**config.mk**
```make
export PLATFORM = sky130hd
export DESIGN_NAME = alarm_controller
export DESIGN_NICKNAME = d
export VERILOG_FILES = /design/src/rtl/alarm_controller_pkg.sv /design/src/rtl/alarm_controller_hm_add.sv /design/src/rtl/alarm_controller.sv
export SDC_FILE = /design/constraint.sdc
export NUM_CORES = 1
export LEC_CHECK = 0
export ABC_AREA = 1
export CAP_MARGIN = 20
export CORE_ASPECT_RATIO = 1.75
export CORE_MARGIN = 10
export CORE_UTILIZATION = 25
export DETAILED_ROUTE_END_ITERATION = 7
export GPL_TIMING_DRIVEN = 1
export HOLD_SLACK_MARGIN = 0.06
export SLEW_MARGIN = 20
export SYNTH_ARGS = -nofsm -noshare
export SYNTH_HDL_FRONTEND = slang
export SYNTH_HIERARCHICAL = 1
export SYNTH_SLANG_ARGS = --single-unit
```
**constraint.sdc**
```tcl
create_clock -name clk -period 4.65 [get_ports clk]
set_input_delay 1.1625 -clock clk [delete_from_list [all_inputs] [get_ports clk]]
set_output_delay 1.1625 -clock clk [all_outputs]
set_load 0.01 [all_outputs]
```
**src/rtl/alarm_controller_pkg.sv**
```systemverilog
// Shared types, widths and time constants for the alarm controller slice.
package alarm_controller_pkg;

    localparam int HOUR_W = 5;
    localparam int MIN_W  = 6;
    localparam int SEC_W  = 6;

    localparam int HOURS_PER_DAY = 24;
    localparam int MIN_PER_HOUR  = 60;

    typedef enum logic [1:0] {
        ST_IDLE    = 2'd0,
        ST_ARMED   = 2'd1,
        ST_RINGING = 2'd2,
        ST_SNOOZE  = 2'd3
    } state_t;

    // True when h:m is a legal time of day.
    function automatic logic time_valid(input logic [HOUR_W-1:0] h,
                                        input logic [MIN_W-1:0]  m);
        return (h < HOUR_W'(HOURS_PER_DAY)) && (m < MIN_W'(MIN_PER_HOUR));
    endfunction

endpackage

```
**src/rtl/alarm_controller_hm_add.sv**
```systemverilog
// hours:minutes + N minutes, wrapping past 23:59 to the next day.
// Inputs are assumed to be a legal time and N is at most 59, so at most
// one hour carry can occur.
module hm_add
    import alarm_controller_pkg::*;
#(
    parameter int N = 5
)
(
    input  logic [HOUR_W-1:0] h_in,
    input  logic [MIN_W-1:0]  m_in,
    output logic [HOUR_W-1:0] h_out,
    output logic [MIN_W-1:0]  m_out
);

    localparam int SUM_W = MIN_W + 1;
    localparam logic [SUM_W-1:0]  ADD    = SUM_W'(N);
    localparam logic [SUM_W-1:0]  WRAP   = SUM_W'(MIN_PER_HOUR);
    localparam logic [HOUR_W-1:0] H_LAST = HOUR_W'(HOURS_PER_DAY - 1);

    logic [SUM_W-1:0] m_sum;

    // Add the offset, fold minutes back below 60 and carry into the hour.
    always_comb begin
        m_sum = {1'b0, m_in} + ADD;
        h_out = h_in;
        m_out = m_sum[MIN_W-1:0];
        if (m_sum >= WRAP) begin
            m_out = MIN_W'(m_sum - WRAP);
            h_out = (h_in == H_LAST) ? '0 : h_in + HOUR_W'(1);
        end
    end

endmodule

```
**src/rtl/alarm_controller.sv**
```systemverilog
// Alarm controller: stores an alarm time, watches the running clock from
// digital_clock and drives ringing / snooze status for the buzzer logic.
//
//   state      | meaning
//   -----------+-------------------------------------------------------
//   ST_IDLE    | alarm disabled (arm low)
//   ST_ARMED   | waiting for the clock to reach the target time
//   ST_RINGING | alarm sounding; ring timer running
//   ST_SNOOZE  | silenced; waiting for the snooze target time
module alarm_controller
    import alarm_controller_pkg::*;
#(
    parameter int SNOOZE_MIN = 5,
    parameter int RING_SEC   = 60,
    parameter int MAX_SNOOZE = 3
)
(
    input  logic              clk,
    input  logic              rst,
    input  logic [SEC_W-1:0]  seconds,
    input  logic [MIN_W-1:0]  minutes,
    input  logic [HOUR_W-1:0] hours,
    input  logic              arm,
    input  logic              set_en,
    input  logic [HOUR_W-1:0] set_hours,
    input  logic [MIN_W-1:0]  set_minutes,
    input  logic              snooze,
    input  logic              dismiss,
    output logic [HOUR_W-1:0] alarm_hours,
    output logic [MIN_W-1:0]  alarm_minutes,
    output logic              armed,
    output logic              ringing,
    output logic              snooze_active,
    output logic [1:0]        snooze_count
);

    localparam logic [7:0] RING_LOAD = 8'(RING_SEC);
    localparam logic [1:0] SNZ_MAX   = 2'(MAX_SNOOZE);

    state_t            state, state_nxt;
    logic [SEC_W-1:0]  seconds_q;
    logic [HOUR_W-1:0] alarm_h, alarm_h_nxt;
    logic [MIN_W-1:0]  alarm_m, alarm_m_nxt;
    logic [HOUR_W-1:0] target_h, target_h_nxt;
    logic [MIN_W-1:0]  target_m, target_m_nxt;
    logic [7:0]        ring_left, ring_left_nxt;
    logic [1:0]        snz_cnt, snz_cnt_nxt;

    logic              sec_chg;
    logic              hit;
    logic              set_ok;
    logic              ring_done;
    logic [HOUR_W-1:0] snz_h;
    logic [MIN_W-1:0]  snz_m;

    hm_add #(
        .N (SNOOZE_MIN)
    ) u_snooze_add (
        .h_in  (hours),
        .m_in  (minutes),
        .h_out (snz_h),
        .m_out (snz_m)
    );

    // Event decode: a new second, the target minute starting, a legal set.
    // The ring timer counts down from RING_SEC; the second change that
    // would take it to zero ends the ring.
    always_comb begin
        sec_chg   = (seconds != seconds_q);
        hit       = sec_chg && (seconds == '0) &&
                    (hours == target_h) && (minutes == target_m);
        set_ok    = set_en && time_valid(set_hours, set_minutes);
        ring_done = sec_chg && (ring_left == 8'd1);
    end

    // Next-state logic, in priority order: disarm, set, dismiss, timeout,
    // snooze, hit.
    always_comb begin
        state_nxt     = state;
        alarm_h_nxt   = alarm_h;
        alarm_m_nxt   = alarm_m;
        target_h_nxt  = target_h;
        target_m_nxt  = target_m;
        ring_left_nxt = ring_left;
        snz_cnt_nxt   = snz_cnt;

        if (!arm) begin
            state_nxt   = ST_IDLE;
            snz_cnt_nxt = '0;
        end else if (set_ok) begin
            // A new alarm time restarts the event from scratch, including
            // when leaving IDLE on the same cycle.
            alarm_h_nxt  = set_hours;
            alarm_m_nxt  = set_minutes;
            target_h_nxt = set_hours;
            target_m_nxt = set_minutes;
            snz_cnt_nxt  = '0;
            state_nxt    = ST_ARMED;
        end else begin
            unique case (state)
                ST_IDLE: begin
                    state_nxt    = ST_ARMED;
                    target_h_nxt = alarm_h;
                    target_m_nxt = alarm_m;
                end
                ST_ARMED: begin
                    if (hit) begin
                        state_nxt     = ST_RINGING;
                        ring_left_nxt = RING_LOAD;
                    end
                end
                ST_RINGING: begin
                    if (dismiss || ring_done) begin
                        state_nxt    = ST_ARMED;
                        snz_cnt_nxt  = '0;
                        target_h_nxt = alarm_h;
                        target_m_nxt = alarm_m;
                    end else begin
                        if (sec_chg) begin
                            ring_left_nxt = ring_left - 8'd1;
                        end
                        // Once the snooze budget is spent the button is ignored.
                        if (snooze && (snz_cnt < SNZ_MAX)) begin
                            state_nxt    = ST_SNOOZE;
                            snz_cnt_nxt  = snz_cnt + 2'd1;
                            target_h_nxt = snz_h;
                            target_m_nxt = snz_m;
                        end
                    end
                end
                ST_SNOOZE: begin
                    if (dismiss) begin
                        state_nxt    = ST_ARMED;
                        snz_cnt_nxt  = '0;
                        target_h_nxt = alarm_h;
                        target_m_nxt = alarm_m;
                    end else if (hit) begin
                        state_nxt     = ST_RINGING;
                        ring_left_nxt = RING_LOAD;
                    end
                end
                default: state_nxt = ST_IDLE;
            endcase
        end
    end

    // State and datapath registers with synchronous active-low reset.
    always_ff @(posedge clk) begin
        if (!rst) begin
            state     <= ST_IDLE;
            seconds_q <= '0;
            alarm_h   <= '0;
            alarm_m   <= '0;
            target_h  <= '0;
            target_m  <= '0;
            ring_left <= '0;
            snz_cnt   <= '0;
        end else begin
            state     <= state_nxt;
            seconds_q <= seconds;
            alarm_h   <= alarm_h_nxt;
            alarm_m   <= alarm_m_nxt;
            target_h  <= target_h_nxt;
            target_m  <= target_m_nxt;
            ring_left <= ring_left_nxt;
            snz_cnt   <= snz_cnt_nxt;
        end
    end

    // Status outputs are pure decodes of registered state.
    always_comb begin
        alarm_hours   = alarm_h;
        alarm_minutes = alarm_m;
        armed         = (state != ST_IDLE);
        ringing       = (state == ST_RINGING);
        snooze_active = (state == ST_SNOOZE);
        snooze_count  = snz_cnt;
    end

endmodule
```
After elaboration in Yosys (flattened, before gate mapping):

Index checks and enable logic that the tools add are counted.

* register bits: 40
* bits of input ports: 34
* output and inout bits: 16
* logic and storage cells: 84

* add/subtract/negate cells: 5
* $lt $le $gt $ge: 4
* eq/ne operators: 15
* multiplexer cells: 28
* bitwise logic cells: 3
* reduce and logical (&&, ||, !) cells: 20

Operators with widths (count)
* 8-bit 2-to-1 mux: 4
* 5-bit 2-to-1 mux: 6
* 6-bit 2-to-1 mux: 5
* 8-bit one-hot mux with 3 select lines: 1
* 6-bit one-hot mux with 3 select lines: 1
* 5-bit one-hot mux with 3 select lines: 1
* 2-bit 2-to-1 mux: 7
* 8-bit by 1-bit == test with 1-bit output (second input constant): 1
* 2-bit one-hot mux with 4 select lines: 1
* 8-bit by 1-bit subtractor with 8-bit output (second input constant): 1
* 6-bit by 3-bit adder with 7-bit output (second input constant): 1
* 7-bit by 6-bit greater-or-equal comparator with 1-bit output (second input constant): 1
* 1-bit logical AND: 7
* 6-bit == test: 1
* 6-bit logical NOT: 1
* 6-bit < comparator (second input constant): 1
* 2-bit != test (second input constant): 3
* 6-bit != test: 1
* 6-bit AND reduction: 1
* 6-bit subtractor (second input constant): 1
* 5-bit by 1-bit adder with 5-bit output (second input constant): 1
* 5-bit == test: 1
* 5-bit == test (second input constant): 1
* 5-bit < comparator (second input constant): 1
* other kinds (20): 25

Depth between registers and ports, before layout:

Gate-level depths: netlist (run 1).

* word-level depth: 8
* gate-level depth with buffers: 18
* depth with buffers taken out: 18

By module:

Netlist (run 1), hierarchy kept.

Modules (own cells, without submodules)
* alarm_controller: instances 1, cells each 383, area an instance 2402.3 sq um, sequential area each 800.8 sq um
* hm_add: instances 1, cells each 71, area an instance 422.9 sq um, sequential area each 0.0 sq um

Worst setup path after synthesis (run 1):

OpenSTA, ideal clock, no wires.

* path type: input-to-reg
* start point: input port minutes[0]
* end point: register target_h[3]
* setup time: 0.109 ns
* arrival: 2.585 ns
* slack: 1.956 ns
* stages: 16
* cells stage by stage: ha_1 > inv_2 > nand2_4 > nand2_2 > ha_1 > nand2_1 > a21oi_4 > nand2_4 > nand3_1 > nand2_1 > inv_1 > nand4_1 > nand3_1 > nand3_1 > nand2_1 > inv_1

* longest elaborated chain between the ends: 7

Ends and longest elaborated chain
* start: declaration: line alarm_controller.sv:21 `input logic [MIN_W-1:0] minutes,`
* 6-bit by 3-bit adder with 7-bit output: line alarm_controller_hm_add.sv:25 `m_sum = {1'b0, m_in} + ADD;`
* 7-bit by 6-bit greater-or-equal comparator with 1-bit output: line alarm_controller_hm_add.sv:28 `if (m_sum >= WRAP) begin`
* 5-bit 2-to-1 mux: line alarm_controller_hm_add.sv:28
* named net snz_h[3]: line alarm_controller.sv:53 `logic [HOUR_W-1:0] snz_h;`
* 5-bit 2-to-1 mux: line alarm_controller.sv:123 `if (snooze && (snz_cnt < SNZ_MAX)) begin`
* 5-bit 2-to-1 mux: line alarm_controller.sv:113 `if (dismiss || ring_done) begin`
* 5-bit one-hot mux with 3 select lines: line alarm_controller.sv:100 `unique case (state)`
* 5-bit 2-to-1 mux: line alarm_controller.sv:90 `end else if (set_ok) begin`
* end signal: assignment: line alarm_controller.sv:163 `target_h <= target_h_nxt;`
* end: declaration: line alarm_controller.sv:44 `logic [HOUR_W-1:0] target_h, target_h_nxt;`

The timed path passes the listed nets, and every way through them passes these cells. The select of a mux whose other input is x is not followed.
A chain may end at the register's enable or synchronous reset.

Final worst setup path (run 1):

* start point: input port minutes[0]
* end point: register target_m[4]

* longest elaborated chain between the ends: 7
* elaborated cells between the ends (all ways): 8
* those cells by class: add/sub (2); order compare (1); mux (5)

Ends and longest elaborated chain
* 6-bit by 3-bit adder with 7-bit output (*): line alarm_controller_hm_add.sv:25
* 6-bit subtractor / 7-bit by 6-bit greater-or-equal comparator with 1-bit output (equally long branches): line alarm_controller_hm_add.sv:29, alarm_controller_hm_add.sv:28
* 6-bit 2-to-1 mux (*): line alarm_controller_hm_add.sv:28
* named net snz_m[4]: line alarm_controller.sv:54 `logic [MIN_W-1:0] snz_m;`
* 6-bit 2-to-1 mux (*): line alarm_controller.sv:123
* 6-bit 2-to-1 mux (*): line alarm_controller.sv:113
* 6-bit one-hot mux with 3 select lines (*): line alarm_controller.sv:100
* 6-bit 2-to-1 mux (*): line alarm_controller.sv:90
* end signal: assignment: line alarm_controller.sv:164 `target_m <= target_m_nxt;`
* end: declaration: line alarm_controller.sv:45 `logic [MIN_W-1:0] target_m, target_m_nxt;`

The timed path passes the listed nets; every way through them passes the cells marked *. The select of a mux whose other input is x is not followed.

==> summary.txt, run 1 <==
Status
  – Status: complete, no violations

Placement
  – Buffers on Ports: 49
  – Placement Setup Slack: around 1.1 ns
  – Routability cong.: 0.849
  – DPL Wire Length: 6680 um

STA
  – F_max: 308 MHz
  – Part of the cycle the worst path needs: between 60% and 70%
  – Worst Tran Pin Value: 0.952 ns
  – Min Tclk post-route: between 3 and 4 ns
  – Final hold vios: 0
  – Relative slew slack: 36.5%
  – RSZ-0062 raised after global routing: no
  – Setup total negative slack: 0 ns
  – Worst Setup Slack, final: 1.41 ns
  – Clk_skew: 0.00642 ns
  – Endpoints failing setup: 0
  – Max-slew violations: 0

Yosys
  – Count of cell types in the netlist: 34
  – Ys Warns: 6
  – Yosys top cell by area: dfxtp_1
  – Synth Instances: 454
  – Synth Net Count: 495
  – Synthesized area per cell: roughly 6.2 sq um
  – Post-synthesis sequential area ratio: about 28%
  – Synth Register Bits: 40
  – Area contributors post-synth: dfxtp_1 28%, nand2_1 17%, nand3_1 8.7%
  – Yosys top cell area share: 28.3%
  – Mapped Area: 2830 sq um

Critical path
  – WP data required: 4.86 ns
  – Crit path DAT: 3.45 ns
  – Crit path top cell by count: nand2_1
  – Slowest cell on crit path: clkdlybuf4s50_1
  – Biggest cell delay along the critical path: slightly above 0.5 ns
  – Crit-path max FO: 9
  – Crit path cell chain: clkdlybuf4s50_1, ha_1, inv_2, nand2_4, nand2_2, ha_1, nand2_1, a21oi_4, nand2_4, nand2_4, nand2_1, nand2_1, nand4_1, nand3_1, nand2_1, a21oi_1
  – Crit. End Element: flop
  – CP Buf/Inv Count: 2
  – Family with the most delay on the worst path: simple AND/OR/NAND/NOR gates
  – Worst setup SP type: input pin
  – Critical path class: input pin to flop

Run
  – MaxCap Viol Count: 0

Pwr
  – PwrDens: 263 nW/um^2
  – Switching power share of the total: between 20% and 30%
  – P_sw: 0.256 mW
  – Clock group share of total power: 42.1%
  – Max VDD drop: 0.147 mV
  – Leak: 1.60 nW
  – Cell Int Power: 0.685 mW
  – Seq pwr share: 38.9%
  – Comb pwr share: 19.0%

Drt
  – Number of vias per cell: 4.79
  – Routed len/inst: 13.5 um
  – Post-route ant nets: 0
  – Via count of the routed design: 3006
  – DRT iter0 DRCs: approximately 190
  – Pre-antenna DRT Iters: 5
  – Post-Route WL: 8460 um
  – Drt drc: 0

GRT
  – Vias in the first global route: 3016
  – Initial antenna violation count: 0
  – Largest net degree at the start of global routing: 30
  – All-Layer GR Usage: 10.4%
  – Total global routing overflow: 0
  – Global-route wire length before repair: 13900 um

CTS
  – # clock sinks: 40
  – Hold Buf Count CTS: 0
  – Clk buf depth: 2
  – Clock slew at reported path FFs: 0.06 ns
  – Worst skew pair latency: 0.29 ns
  – Num CTS Buffers: 5
  – Root Buffer: clkbuf_16
  – CTS tree: built
  – H-tree Lvls: 2
  – Setup Buffers After CTS: 0
  – Post-CTS sizing: 0

Floorplanning
  – # rows: between 50 and 60
  – Initial core utilization: 25.4%
  – Area of the core: 11100 sq um
  – Die height: 161 um
  – Die area: around 16000 sq um
  – I/O Pins: 50
  – Width of the chip: 100 um

Min path
  – Worst Hold Class: flop to flop

Layout
  – N_diodes: 0
  – Nets: about 540
  – Area delta synth->final: 26.7%
  – Fill cells: between 1k and 1.5k
  – Share of cells above drive strength 1: around 7.9%
## worst register-to-register path: stages, from the launching register on
cell and delay (ns):
dfxtp_1 0.31, inv_1 0.11, ha_1 0.17, nand3_1 0.08, nor2_1 0.26, nand2_2 0.23
nand3_1 0.42, o21ai_0 0.19, o21ai_0 0.20, nor3_1 0.06
## final timing paths
path | end | from | depth (start not counted) | slack [ns]
setup / recovery | target_m[4] | minutes[0] | 16 | 1.41
hold / removal | ring_left[1] | ring_left[1] | 2 | 0.46
setup reg to reg | state[1] | ring_left[1] | 9 | 2.50
hold reg to reg | ring_left[1] | ring_left[1] | 2 | 0.46
## cell usage in the layout, fill, tap and decap left out, types with 8 or more instances in the layout
cell type	netlist	final
a21oi_1	34	34
nand4_1	19	19
inv_1	52	52
dfxtp_1	40	40
nor2_1	53	53
o21ai_0	8	8
nand3_1	49	49
clkdlybuf4s50_1	0	49
nand2_1	126	126
## per-stage QoR
stage               utilization [%]  total power [mW]  hold slack [ns]  cell area (sq um)  instances
floorplan                         -             0.478            0.441               2830        454
global placement               30.7             0.548            0.449               3410        620
detailed placement             30.7             0.551            0.458               3410        620
CTS                            32.3             0.951            0.467               3580        628
global route                   32.3             0.982            0.488               3580        628
finish                         32.3             0.941            0.462               3580        628
## final cells by class
cell class | instances | area [sq um] | area share [%]
clock buffer | 5 | 125 | 3.49
clock inverter | 3 | 42.5 | 1.19
inverter | 58 | 218 | 6.08
multi-input combinational | 341 | 1740 | 48.6
sequential | 40 | 801 | 22.4
tap | 132 | 165 | 4.61
timing repair buffer | 49 | 490 | 13.7
## flip-flops by register name, summed over array words and instances, names as in the netlist
name / count
alarm_hours: 5
target_h: 5
state: 2
ring_left: 8
alarm_minutes: 6
snooze_count: 2
target_m: 6
seconds_q: 6
## synthesized netlist by cell type, drive strengths merged
cell	count
nand3	52
a211oi	3
nor2	56
o21ai	9
nand4	21
dfxtp	40
nor3b	1
o21a	1
clkbuf	7
xor2	7
buf	8
or2	5
xnor2	3
a21oi	35
nand3b	1
inv	58
nor3	4
nand2	136
ha	7
## routing by layer
metal / routed length, um / global-route usage, % / part of all wire (%)
met2: 4520 / 19.0 / 53
met1: 3300 / 10.6 / 39
met4: 330 / 6.45 / 3.9
met5: 0 / 0 / 0
met3: 316 / 1.63 / 3.7
## kinds of logic after synthesis
group | synth area share [%]
adders and majority gates | 3.10
xor gates and xnor gates | 3.37
buffers and inverters | 10.1
DFF | 28.3
AOI/OAI and AO/OA | 9.83
and+or+nand+nor | 45.3
## power by group through the flow
stage	sequential [mW]	combinational (mW)	clock, mW
2_1_floorplan	0.373	0.105	0
3_3_place_gp	0.373	0.175	0
3_5_place_dp	0.374	0.178	0
4_1_cts	0.366	0.179	0.406
5_1_grt	0.367	0.199	0.416
6_report	0.366	0.178	0.396
Power figures use the tool's default switching activity.
==> run 2: changes to the inputs <==
- clock period: 4.65 -> 3.1 ns (I/O delays scaled with it)
==> summary.txt, run 2 (same netlist as run 1, synthesis figures left out) <==
Status
  – Status: complete, no violations

Drt
  – Routed len/inst: 13.2 um
  – DRT iter0 DRCs: 141
  – Number of vias per cell: 4.67
  – Post-Route WL: 8470 um
  – Via count of the routed design: 2981
  – Pre-antenna DRT Iters: 7
  – Drt drc: 0
  – Post-route ant nets: 0

GRT
  – All-Layer GR Usage: 10.3%
  – Total global routing overflow: 0
  – Initial antenna violation count: 0
  – Largest net degree at the start of global routing: 30
  – Vias in the first global route: 2886
  – Global-route wire length before repair: roughly 14000 um

STA
  – Max-slew violations: 0
  – Part of the cycle the worst path needs: 86.7%
  – F_max: between 300 and 400 MHz
  – Worst Tran Pin Value: between 0.4 and 0.5 ns
  – Endpoints failing setup: 0
  – Hold_ws: between 0.4 and 0.5 ns
  – Min Tclk post-route: 2.69 ns
  – Final hold vios: 0
  – Clk_skew: around 0.007 ns
  – Setup total negative slack: 0 ns
  – Worst Setup Slack, final: between 0.4 and 0.5 ns
  – RSZ-0062 raised after global routing: no
  – Relative slew slack: ~70%

Critical path
  – Worst r2r src: state[1]
  – Worst R2R End: ring_left[0]
  – Register-to-Register Path Depth: 8
  – Worst setup SP type: input pin
  – R2R Setup Slk: about 1.2 ns
  – Critical path class: input pin to flop
  – Crit. End Element: flop
  – Crit-path max FO: 9
  – WP data required: 3.32 ns
  – Crit path DAT: 2.90 ns

Placement
  – Dpl cells: 631
  – Routability cong.: 0.828
  – Buffers on Ports: 49
  – Placed instance area: 3500 sq um
  – DPL Wire Length: 6780 um
  – Placement Setup Slack: around 0.1 ns

Pwr
  – Max VDD drop: 0.189 mV
  – Leak: 1.64 nW
  – PwrDens: about 370 nW/um^2
  – Total power: 1.36 mW

Floorplanning
  – Die area: 16100 sq um
  – I/O Pins: 50
  – Die height: 161 um
  – # rows: 51
  – Initial core utilization: 25.4%
  – Width of the chip: 100 um
  – Area of the core: 11100 sq um

Layout
  – Largest reg by FF count: ring_left
  – Final core occ: 32.8%
  – Commonest non-fill, non-tap cell in the layout: nand2_1
  – Area delta synth->final: 29.1%
  – Final instance area: 3650 sq um
  – Max reg flops: 8
  – Post-Layout Cell Count: approximately 640
  – N_diodes: 0
  – Most frequent cells in the layout: 126 x nand2_1, 53 x nor2_1, 52 x inv_1
  – Nets: 547
  – Share of cells above drive strength 1: 9.66%

Min path
  – HP Start: target_h[1]
  – Worst Hold Class: flop to flop
  – Worst hold stages: 2
  – WHS Endpoint: target_h[1]

CTS
  – Post-CTS sizing: 0
  – Root Buffer: clkbuf_16
  – Setup Buffers After CTS: 0
  – Worst skew pair latency: 0.29 ns
  – Clock slew at reported path FFs: 0.06 ns
  – Hold Buf Count CTS: 0
  – # clock sinks: 40
  – Clk buf depth: 2
  – Num CTS Buffers: 5
  – CTS tree: built
  – H-tree Lvls: 2

Run
  – MaxCap Viol Count: 0
## run 2: report_power, final
| part | total, mW | leakage (nW) | internal [mW] | switching [mW] |
|---|---|---|---|---|
| Clock | 0.533 | 0.0701 | 0.321 | 0.212 |
| Combinational | 0.274 | 1.25 | 0.121 | 0.153 |
| Sequential | 0.548 | 0.327 | 0.535 | 0.0137 |
## run 2: cell type report
cell class	instances	area (sq um)
timing repair buffer	60	573
clock buffer	7	143
clock inverter	1	7.51
fill	1230	7460
multi-input combinational	341	1740
inverter	58	218
sequential	40	801
tap	132	165
## run 2: worst max path at each step
stage / endpoint / cells after the start / startpoint
6_report: target_h[2] / 16 / minutes[1]
5_1_grt: target_h[0] / 17 / minutes[2]
4_1_cts: target_h[2] / 16 / minutes[1]
3_5_place_dp: target_h[2] / 16 / minutes[1]
3_3_place_gp: target_h[2] / 17 / minutes[2]
2_1_floorplan: target_h[3] / 16 / minutes[0]
## run 2: worst max-delay path, stage by stage
cell	delay, ns
clkdlybuf4s50_1	0.48
ha_1	0.24
inv_2	0.07
nand2_4	0.06
nand2_2	0.08
ha_1	0.18
nand2_1	0.10
a21oi_4	0.17
nand2_4	0.10
nand2_4	0.12
nand2_1	0.07
nand2_1	0.06
nand4_1	0.09
nand3_1	0.09
nand2_1	0.06
a21oi_1	0.14
## run 2: routing by layer
metal / vias to the layer above / global-route usage, % / wire, um
li1: 1551 / - / -
met4: 0 / 5.03 / 197
met5: - / 0 / 0
met1: 1364 / 10.3 / 3350
met3: 7 / 1.76 / 289
met2: 59 / 19.5 / 4630
==> run 3: changes to the inputs <==
- CAP_MARGIN: 20 -> unset
- clock period: 3.1 -> 2.79 ns (I/O delays scaled with it)
==> summary.txt, run 3 (same netlist as run 1, synthesis figures left out) <==
CTS
  – Root Buffer: clkbuf_16
  – Clock slew at reported path FFs: 0.06 ns
  – Hold Buf Count CTS: 0
  – H-tree Lvls: 2
  – # clock sinks: 40
  – Setup Buffers After CTS: 0
  – Num CTS Buffers: 5
  – CTS tree: built
  – Post-CTS sizing: 0
  – Worst skew pair latency: 0.28 ns
  – Clk buf depth: 2

Floorplanning
  – Die area: roughly 16000 sq um
  – # rows: between 50 and 60
  – Width of the chip: between 100 and 150 um
  – Initial core utilization: 25.4%
  – Die height: roughly 160 um
  – I/O Pins: 50
  – Area of the core: between 10000 and 15000 sq um

Drt
  – Post-route ant nets: 0
  – Via count of the routed design: 3035
  – Drt drc: 0
  – Pre-antenna DRT Iters: 4
  – Number of vias per cell: ~4.6
  – Max Used Layer: met4
  – Routed length on met3: 266 um
  – Routed len/inst: ~13 um
  – DRT iter0 DRCs: 167
  – Post-Route WL: 8490 um
  – Met1 wire length: 3500 um
  – Wire length on met2: 4570 um

GRT
  – Vias in the first global route: around 2.9k
  – Initial antenna violation count: 0
  – Total global routing overflow: 0
  – Global-route wire length before repair: 13800 um
  – Largest net degree at the start of global routing: 30
  – All-Layer GR Usage: 10.4%

STA
  – F_max: 401 MHz
  – Final hold vios: 0
  – Part of the cycle the worst path needs: between 80% and 90%
  – Clk_skew: 0.00387 ns
  – Worst Setup Slack, final: between 0.2 and 0.3 ns
  – Worst Tran Pin Value: 0.468 ns
  – Endpoints failing setup: 0
  – Max-slew violations: 0
  – Min Tclk post-route: around 2.5 ns
  – Relative slew slack: 68.7%
  – RSZ-0062 raised after global routing: no

Placement
  – DPL Wire Length: ~6700 um
  – Buffers on Ports: 49
  – Placed instance area: 3620 sq um
  – Routability cong.: 0.830
  – Placement Setup Slack: -0.00196 ns
  – Dpl cells: 646

Layout
  – Area delta synth->final: 33.5%
  – Final core occ: ~34%
  – Commonest non-fill, non-tap cell in the layout: nand2_1
  – Post-Layout Cell Count: 654
  – Largest reg by FF count: ring_left
  – Most frequent cells in the layout: 126 x nand2_1, 53 x nor2_1, 52 x inv_1
  – Max reg flops: 8
  – Final instance area: between 3000 and 4000 sq um
  – Nets: roughly 560
  – N_diodes: 0
  – Share of cells above drive strength 1: 12.3%

Status
  – Status: complete, no violations

Critical path
  – Crit path top cell by count: nand2_1
  – Critical path class: input pin to flop
  – Register-to-Register Path Depth: 8
  – Slowest cell on crit path: clkdlybuf4s50_1
  – Crit-path max FO: 9
  – Crit. End Element: flop
  – Worst setup SP type: input pin
  – Crit path DAT: 2.71 ns
  – Crit path cell chain: clkdlybuf4s50_1, ha_1, inv_2, nand2_4, nand2_2, ha_1, nand2_1, a21oi_4, nand2_4, nand2_4, nand2_1, nand2_1, nand4_1, nand3_1, nand2_1, a21oi_1
  – Biggest cell delay along the critical path: 0.46 ns
  – WP data required: 3.01 ns

Min path
  – Worst Hold Class: flop to flop
  – Worst hold stages: 2

Pwr
  – Leak: 1.72 nW
  – PwrDens: slightly above 400 nW/um^2
  – Max VDD drop: 0.218 mV

Run
  – MaxCap Viol Count: 0
run 3: changes by cell type in the layout (fill, tap and decap cells not counted), sizes merged:
cell,delta
buf,+15
run 3: where the power goes:
part / switching [mW] / internal [mW] / leakage [nW]
Sequential: 0.0155 / 0.594 / 0.327
Combinational: 0.175 / 0.153 / 1.32
Clock: 0.232 / 0.356 / 0.0701
Total: 0.422 / 1.10 / 1.72
run 3: worst paths after layout:
path | start | slack (ns) | endpoint
worst min-delay path | ring_left[7] | 0.46 | ring_left[7]
worst max-delay path | minutes[0] | 0.29 | target_h[1]
worst max register to register | state[1] | 0.87 | ring_left[0]
worst min register to register | ring_left[7] | 0.46 | ring_left[7]
run 3: area by class of cell:
class | instances | area (sq um)
Clock buffer | 7 | 143
Clock inverter | 1 | 7.51
Fill cell | 1237 | 7330
Inverter | 58 | 218
Multi-Input combinational cell | 341 | 1740
Sequential cell | 40 | 801
Tap cell | 132 | 165
Timing Repair Buffer | 75 | 698
run 3: stage by stage:
step | total power [mW] | hold slack, ns | setup TNS (ns)
floorplan | 0.796 | 0.441 | 0
global placement | 0.946 | 0.452 | 0
detailed placement | 0.950 | 0.455 | -0.00196
CTS | 1.55 | 0.465 | 0
global route | 1.60 | 0.486 | 0
finish | 1.53 | 0.460 | 0
run 3: worst max-delay path, delay by kind of cell:
family,cells,cell delay (ns)
AO/OA/AOI/OAI,2,0.28
buffers and inverters,2,0.53
AND/OR/NAND/NOR,10,0.80
adder cells (fa/ha/maj),2,0.40
run 3: routing by layer:
| metal | global-route usage, % | vias to the layer above |
|---|---|---|
| met5 | 0 | - |
| met4 | 4.19 | 0 |
| met3 | 1.76 | 8 |
| met2 | 18.9 | 69 |
| met1 | 11.4 | 1369 |
| li1 | - | 1589 |
